$ cat config.mk
export PLATFORM = sky130hd
export DESIGN_NAME = param_lifo
export DESIGN_NICKNAME = d
export VERILOG_FILES = /design/src/rtl/lifo_pkg.sv /design/src/rtl/lifo_mem.sv /design/src/rtl/param_lifo.sv
export SDC_FILE = /design/constraint.sdc
export NUM_CORES = 1
export LEC_CHECK = 0
export ABC_AREA = 1
export CAP_MARGIN = 20
export CELL_PAD_IN_SITES_DETAIL_PLACEMENT = 0
export CELL_PAD_IN_SITES_GLOBAL_PLACEMENT = 1
export CORE_ASPECT_RATIO = 1.75
export CORE_MARGIN = 2
export CORE_UTILIZATION = 44
export CTS_CLUSTER_DIAMETER = 80
export DETAILED_ROUTE_END_ITERATION = 6
export PLACE_DENSITY = 0.83
export SLEW_MARGIN = 20
export SYNTH_ARGS = -nofsm -noshare
export SYNTH_HDL_FRONTEND = slang
export SYNTH_SLANG_ARGS = --single-unit
$ cat constraint.sdc
create_clock -name c -period 2.8 [get_ports c]
set_clock_uncertainty 0.2 [all_clocks]
set_input_delay 0.7 -clock c [delete_from_list [all_inputs] [get_ports c]]
set_output_delay 0.7 -clock c [all_outputs]
set_load 0.05 [all_outputs]
$ cat src/rtl/lifo_pkg.sv
// Shared types and helpers for the parametrised LIFO.
package lifo_pkg;

    typedef enum logic [1:0] {
        NOP  = 2'd0,
        PUSH = 2'd1,
        POP  = 2'd2,
        SWAP = 2'd3
    } lifo_op_t;

    // Width of a count that must represent 0..depth inclusive.
    function automatic int lifo_cw(input int depth);
        return $clog2(depth + 1);
    endfunction

endpackage

$ cat src/rtl/lifo_mem.sv
// DEPTH x WIDTH register array: one synchronous write port, one async read port.
module lifo_mem
    import lifo_pkg::*;
#(
    parameter int WIDTH = 8,
    parameter int DEPTH = 8,
    parameter int CW    = lifo_cw(DEPTH)
) (
    input  logic             c,
    input  logic             we,
    input  logic [CW-1:0]    waddr,
    input  logic [WIDTH-1:0] wdata,
    input  logic [CW-1:0]    raddr,
    output logic [WIDTH-1:0] rdata
);
    localparam int AW = $clog2(DEPTH);

    logic [WIDTH-1:0] mem [DEPTH];

    always_ff @(posedge c) begin
        if (we)
            mem[waddr[AW-1:0]] <= wdata;
    end

    // Out-of-range addresses (ptr-1 on an empty stack) read as zero.
    always_comb begin
        rdata = '0;
        if (raddr < CW'(DEPTH))
            rdata = mem[raddr[AW-1:0]];
    end

endmodule

$ cat src/rtl/param_lifo.sv
// Parametrised LIFO with push/pop/swap, combinational peek and sticky error flags.
module param_lifo
    import lifo_pkg::*;
#(
    parameter int WIDTH = 8,
    parameter int DEPTH = 8,
    localparam int CW   = lifo_cw(DEPTH)
) (
    input  logic             c,
    input  logic             r,
    input  logic [WIDTH-1:0] i,
    input  logic             wr,
    input  logic             rd,
    input  logic             clr_err,
    output logic [WIDTH-1:0] o,
    output logic             o_vld,
    output logic [WIDTH-1:0] top,
    output logic [CW-1:0]    cnt,
    output logic             empty,
    output logic             full,
    output logic             ovf,
    output logic             udf
);
    logic [CW-1:0]    ptr;
    logic [CW-1:0]    ptr_m1;
    logic [CW-1:0]    waddr;
    logic [WIDTH-1:0] rdata;
    logic             we;
    logic             ovf_set;
    logic             udf_set;
    lifo_op_t         op;

    assign ptr_m1 = ptr - CW'(1);
    assign cnt    = ptr;
    assign empty  = (ptr == '0);
    assign full   = (ptr == CW'(DEPTH));
    assign top    = empty ? '0 : rdata;

    // A combined request on an empty stack degrades to a plain push.
    always_comb begin
        op = NOP;
        if (wr && rd && !empty) op = SWAP;
        else if (wr)            op = PUSH;
        else if (rd)            op = POP;
    end

    assign ovf_set = (op == PUSH) && full;
    assign udf_set = (op == POP) && empty;
    assign we      = r && (((op == PUSH) && !full) || (op == SWAP));
    assign waddr   = (op == SWAP) ? ptr_m1 : ptr;

    lifo_mem #(.WIDTH(WIDTH), .DEPTH(DEPTH), .CW(CW)) u_mem (
        .c     (c),
        .we    (we),
        .waddr (waddr),
        .wdata (i),
        .raddr (ptr_m1),
        .rdata (rdata)
    );

    always_ff @(posedge c) begin
        if (!r) begin
            ptr   <= '0;
            o     <= '0;
            o_vld <= 1'b0;
            ovf   <= 1'b0;
            udf   <= 1'b0;
        end else begin
            o_vld <= 1'b0;
            case (op)
                PUSH: if (!full) ptr <= ptr + CW'(1);
                POP: if (!empty) begin
                    ptr   <= ptr_m1;
                    o     <= rdata;
                    o_vld <= 1'b1;
                end
                SWAP: begin
                    o     <= rdata;
                    o_vld <= 1'b1;
                end
                default: ;
            endcase
            // A new error event wins over a simultaneous clear.
            ovf <= ovf_set || (ovf && !clr_err);
            udf <= udf_set || (udf && !clr_err);
        end
    end

endmodule

==> results of run 1 <==
==> state kept, by name, indices dropped and copies added, names as in the netlist <==
signal	cells
o	8
ovf	1
u_mem.mem	64
o_vld	1
cnt	4
udf	1
==> kinds of logic after synthesis <==
kind of cell,count (synthesis)
XOR/XNOR,3
buffers and inverters,48
AO/OA/AOI/OAI,27
adder cells (fa/ha/maj),2
AND/OR/NAND/NOR,201
flip-flops,79
==> metal layers <==
layer	GRT usage, %	vias to the layer above	wire length (um)
met5	0	-	0
met4	15.6	0	490
met3	3.28	23	306
met2	35.5	68	4340
met1	20.4	1193	3020
li1	-	1301	-
==> repair_timing <==
| item | in CTS | in global routing |
|---|---|---|
| buffers inserted | 5 | 0 |
| endpoints found under the setup margin | 8 | 8 |
| gates cloned | 0 | 1 |
| gates resized for setup | 11 | 11 |
| pin swaps | 2 | 6 |
==> area by class of cell <==
cell class	instances	area (um2)	share of cell area (%)
Multi-Input combinational cell	233	1270	27.0
Sequential cell	79	2230	47.4
Timing Repair Buffer	58	656	14.0
Tap cell	90	113	2.40
Clock buffer	11	243	5.17
Inverter	34	133	2.83
Clock inverter	5	57.6	1.23
==> synthesized netlist by cell type (2+ instances only) <==
cell type  count
a21oi_1       12
buf_2          7
buf_4          3
buf_6          2
clkbuf_1       2
dfxtp_1       15
edfxtp_1      64
ha_1           2
inv_1         27
inv_2          5
nand2_1      100
nand2_2        4
nand3_1       49
nor2_1        37
nor2_4         2
o21ai_0       10
or2_2          8
==> through the flow <==
stage / power [mW] / cells / hold slack [ns]
finish: 4.64 / 510 / 0.283
global route: 4.87 / 510 / 0.326
CTS: 4.57 / 509 / 0.288
detailed placement: 3.31 / 488 / 0.280
global placement: 3.29 / 488 / 0.259
floorplan: 2.72 / 360 / 0.434
==> path summary, 6_finish.rpt <==
path,cells past startpoint,slack (ns),from,to
worst max-delay path,8,0.02,cnt[1],top[7]
worst min-delay path,2,0.28,udf,udf
worst max register to register,8,0.64,cnt[2],u_mem.mem[0][0]
worst min register to register,2,0.28,udf,udf
==> worst max-delay path: cells and delay by family (launching register included) <==
kind,cells,cell delay (ns)
simple gates,4,0.46
fa+ha+maj,1,0.38
buf+inv,3,0.37
flops,1,0.34
==> power breakdown <==
| group | switching [mW] | total, mW | leakage (nW) | internal [mW] |
|---|---|---|---|---|
| sequential | 0.0358 | 1.40 | 0.702 | 1.36 |
| clock | 0.433 | 1.14 | 0.138 | 0.712 |
| combinational | 1.30 | 2.10 | 1.02 | 0.804 |
| total | 1.77 | 4.64 | 1.86 | 2.88 |
==> impl_metrics.json, run 1 <==
{
  "setup_ws_ns": 0.0171,
  "finalInstanceArea_mm2": 0.00469,
  "final_hold_viol_count": 0,
  "clock.fmax_mhz": 359,
  "slowest_delay_ns": 0.38,
  "syn_area_per_cell_um2": 9.81,
  "syn_inst": 360,
  "fp.dieW_um": 71.7,
  "numCtsBuffers": 9,
  "hp-class": "reg -> reg",
  "cts_max_path_buffers": 2,
  "design.core.area_mm2": 0.00786,
  "cp.required_ns": 1.90,
  "ys_ff_latch": 79,
  "synth_top_family_by_area": "simple AND/OR/NAND/NOR gates",
  "clock-root-buffer": "clkbuf_16",
  "grt_pass1_vias": 2597,
  "dieHeight_um": 123,
  "critPathMaxFanout": 9,
  "fin_nets": 430,
  "yosysTopAreaCellShare_pct": 54.4,
  "grt_overflow": 0,
  "ys_types": 28,
  "min_period_ns": 2.78,
  "status": "finished, final reports clean",
  "clkSlewWorstSetupHoldPaths_ns": 0.06,
  "drc": 0,
  "syn_to_final_growth_pct": 32.9,
  "setup_viol": 0,
  "synth-xor-area-share_pct": 1.49,
  "ys_warn_count": 0,
  "synth-adder-area-share_pct": 0.708,
  "antenna_cells": 0,
  "period_share_pct": 99.4,
  "netlist_top_cells_area": "edfxtp_1 (54%), nand2_1 (11%), dfxtp_1 (8.5%)",
  "routed_wl_um": 8150,
  "vdd_drop_max_uv": 466,
  "track_usage_pct": 20.0,
  "via_per_inst": 5.07,
  "cp-start-kind": "flop",
  "drv_slew": 0,
  "antenna_found_initial": 0,
  "placed_cell_area_mm2": 0.00424,
  "grt_max_degree": 39,
  "synth_edf_count": 64,
  "fin_util_pct": 59.8,
  "cts_tree": "built",
  "dp_hpwl_um": 5730,
  "async_reset_ff_share_pct": 0,
  "grt_pass1_wl_um": 12800,
  "ys.flop_type": "edfxtp_1",
  "final_common_cell": "nand2_1",
  "io_buffers": 37,
  "fillers": 673,
  "start_util_pct": 45.0,
  "initialDrtViolationCount": 120,
  "worstMarginPinSlew_ns": 0.502,
  "drive_gt1_share_pct": 24.3,
  "first_pass_iters": 4,
  "design.die.area_mm2": 0.00879,
  "cts.sinks": 79,
  "htreeDepth": 3,
  "place_ws_ns": 0.0643,
  "num_vias": 2585,
  "crit_type": "reg -> out",
  "maxCapViolations": 0,
  "cpMostUsedCell": "nand3_2",
  "muxShareOfSynthArea_pct": 0,
  "layout_common_cells": "nand2_1 (97), edfxtp_1 (64), nand3_1 (36)",
  "grt_setup_unrepaired": "true",
  "place_congestion": 0.853,
  "ant_nets": 0,
  "yosysTopAreaCell": "edfxtp_1",
  "maxSlewHeadroom_pct": 66.4,
  "ys_seq_area_share_pct": 62.9,
  "setup_tns_ns": 0,
  "clk_latency_ns": 0.33,
  "syn-cell-area_mm2": 0.00353,
  "row_count": 43,
  "worstPathCellList": "inv_1 -> ha_4 -> buf_6 -> nand3_1 -> nand3_2 -> nand3_2 -> nor2_4 -> buf_12",
  "synth_nets": 375,
  "end_kind": "output port",
  "critPathSlowestCell": "ha_4",
  "synth_simple_gate_area_share_pct": 24.4,
  "synth-compound-area-share_pct": 4.29,
  "cp.arrival_ns": 1.88,
  "drt-wirelength-per-cell_um": 16.0,
  "ios": 38,
  "cts_hold_buf": 0,
  "p_leak_nw": 1.86,
  "powerDensity_mw_per_mm2": 989
}
(Power assumes the default switching activity.)
==> run 2: changes to the inputs <==
Settings changed: CORE_ASPECT_RATIO 1.75 to 0.9, GPL_ROUTABILITY_DRIVEN set to 1.
==> run 2 against run 1 <==
Against the previous run: the run now ends with setup timing left; critical path type unchanged; global-route usage grew 0.13 points; largest cell class unchanged; routed wire length is 2.8% higher; highest routed layer unchanged; utilization rose by 4.1 points; cell area rose by 4.1%; via count up 0.97%; clock power is 14% lower.
==> impl_metrics.json, run 2 (same netlist as run 1, synthesis figures left out) <==
{
  "status": "complete, but fails checks",
  "violations": "setup timing",
  "final_hold_viol_count": 0,
  "via_per_inst": 4.98,
  "cp.required_ns": 1.90,
  "grt_max_degree": 39,
  "fp.dieW_um": 98.4,
  "largest_reg_flops": 64,
  "maxSlewHeadroom_pct": 65.6,
  "clock.fmax_mhz": 356,
  "numCtsBuffers": 9,
  "ant_nets": 0,
  "end_kind": "output port",
  "reg2reg_depth": 11,
  "cts.sinks": 79,
  "dp_hpwl_um": 5740,
  "cp-start-kind": "flop",
  "start_util_pct": 46.1,
  "fin_nets": 438,
  "crit_type": "reg -> out",
  "grt_setup_unrepaired": "true",
  "p_leak_nw": 1.92,
  "cts_hold_buf": 0,
  "layout_common_cells": "nand2_1 (87), edfxtp_1 (64), inv_1 (27), nand3_1 (27), clkdlybuf4s50_1 (26)",
  "antenna_cells": 0,
  "worstMarginPinSlew_ns": 0.515,
  "design.core.area_mm2": 0.00766,
  "io_buffers": 37,
  "vdd_drop_max_uv": 488,
  "finalInstanceArea_mm2": 0.00489,
  "placed_cell_area_mm2": 0.00427,
  "r2r_start": "cnt[2]",
  "maxCapViolations": 0,
  "grt_overflow": 0,
  "place_congestion": 0.793,
  "drc": 0,
  "clk_latency_ns": 0.35,
  "first_pass_iters": 5,
  "critPathLaunch": "cnt[0]",
  "hp-class": "reg -> reg",
  "ios": 38,
  "critPathMaxFanout": 8,
  "place_ws_ns": 0.00264,
  "setup_tns_ns": -0.0114,
  "drv_slew": 0,
  "cts_tree": "built",
  "cp.arrival_ns": 1.91,
  "clock-root-buffer": "clkbuf_8",
  "routed_wl_um": 8390,
  "multi_input_area_mm2": 0.00142,
  "syn_to_final_growth_pct": 38.4,
  "min_period_ns": 2.81,
  "setup_ws_ns": -0.00859,
  "design.die.area_mm2": 0.00876,
  "num_vias": 2610,
  "row_count": 30,
  "grt_pass1_vias": 2474,
  "period_share_pct": 100,
  "reg2reg_slack_ns": 0.45,
  "final_common_cell": "nand2_1",
  "timing.rr.end": "u_mem.mem[6][5]",
  "fillers": 623,
  "fin_util_pct": 63.8,
  "htreeDepth": 3,
  "antenna_found_initial": 0,
  "clkSlewWorstSetupHoldPaths_ns": 0.09,
  "dieHeight_um": 89,
  "setup_viol": 2,
  "drive_gt1_share_pct": 31.5,
  "initialDrtViolationCount": 163,
  "worstSetupEndpoint": "top[5]",
  "regArea_mm2": 0.00223,
  "powerDensity_mw_per_mm2": 967,
  "grt_pass1_wl_um": 13000,
  "drt-wirelength-per-cell_um": 16.0,
  "cts_max_path_buffers": 2,
  "track_usage_pct": 20.2
}
[run 2: changes by cell type in the layout (fill, tap and decap cells not counted), sizes merged]
cell,previous run,this run
bufinv,1,2
inv,34,38
clkbuf,12,10
clkdlybuf4s50,25,26
buf,32,38
dlygate4sd2,0,1
clkinvlp,3,0
[run 2: where the power goes]
part           total [mW]  switching (mW)  leakage [nW]  internal [mW]
combinational        2.35            1.40          1.10          0.947
sequential           1.40          0.0418         0.703           1.36
clock               0.980           0.456         0.119          0.524
[run 2: through the flow]
stage | instances | power (mW) | hold WS (ns)
3_5_place_dp | 495 | 3.33 | 0.257
2_1_floorplan | 360 | 2.72 | 0.434
3_3_place_gp | 495 | 3.31 | 0.257
5_1_grt | 524 | 4.95 | 0.300
4_1_cts | 517 | 4.39 | 0.271
6_report | 524 | 4.73 | 0.268
[run 2: worst min path at each step]
stage                      start     end  slack, ns  cells after the start
final                        udf     udf       0.27                      2
after global routing         udf     udf       0.30                      2
after CTS                    udf     udf       0.27                      2
after detailed placement     udf     udf       0.26                      2
after global placement       udf     udf       0.26                      2
after floorplan           cnt[1]  cnt[1]       0.43                      2
[run 2: final cells by class]
cell class / instances / share of cell area, %
Clock buffer: 9 / 2.53
Clock inverter: 7 / 2.23
Inverter: 34 / 2.87
Multi-Input combinational cell: 233 / 29.1
Sequential cell: 79 / 45.6
Tap cell: 96 / 2.46
Timing Repair Buffer: 66 / 15.2
[run 2: repair_timing]
| action | CTS | global route |
|---|---|---|
| cloned | 0 | 1 |
| buffers inserted | 6 | 6 |
| resized for setup | 10 | 51 |
| setup endpoints to repair | 9 | 8 |
| pin swaps | 2 | 34 |
[run 2: layer usage]
metal	up-vias	global-route usage [%]	wire length, um
met5	-	0	0
met4	0	8.34	127
met3	8	5.71	581
met2	90	30.7	3960
met1	1196	27.6	3710
li1	1316	-	-
[run 2: critical path, cell delays in order, from the launching register on]
cell and delay, ns:
dfxtp_4 0.39, inv_8 0.04, ha_4 0.28, buf_6 0.13, buf_12 0.12, nand3_1 0.11
nand3_1 0.11, nand3_2 0.12, nor2_4 0.12, buf_12 0.14
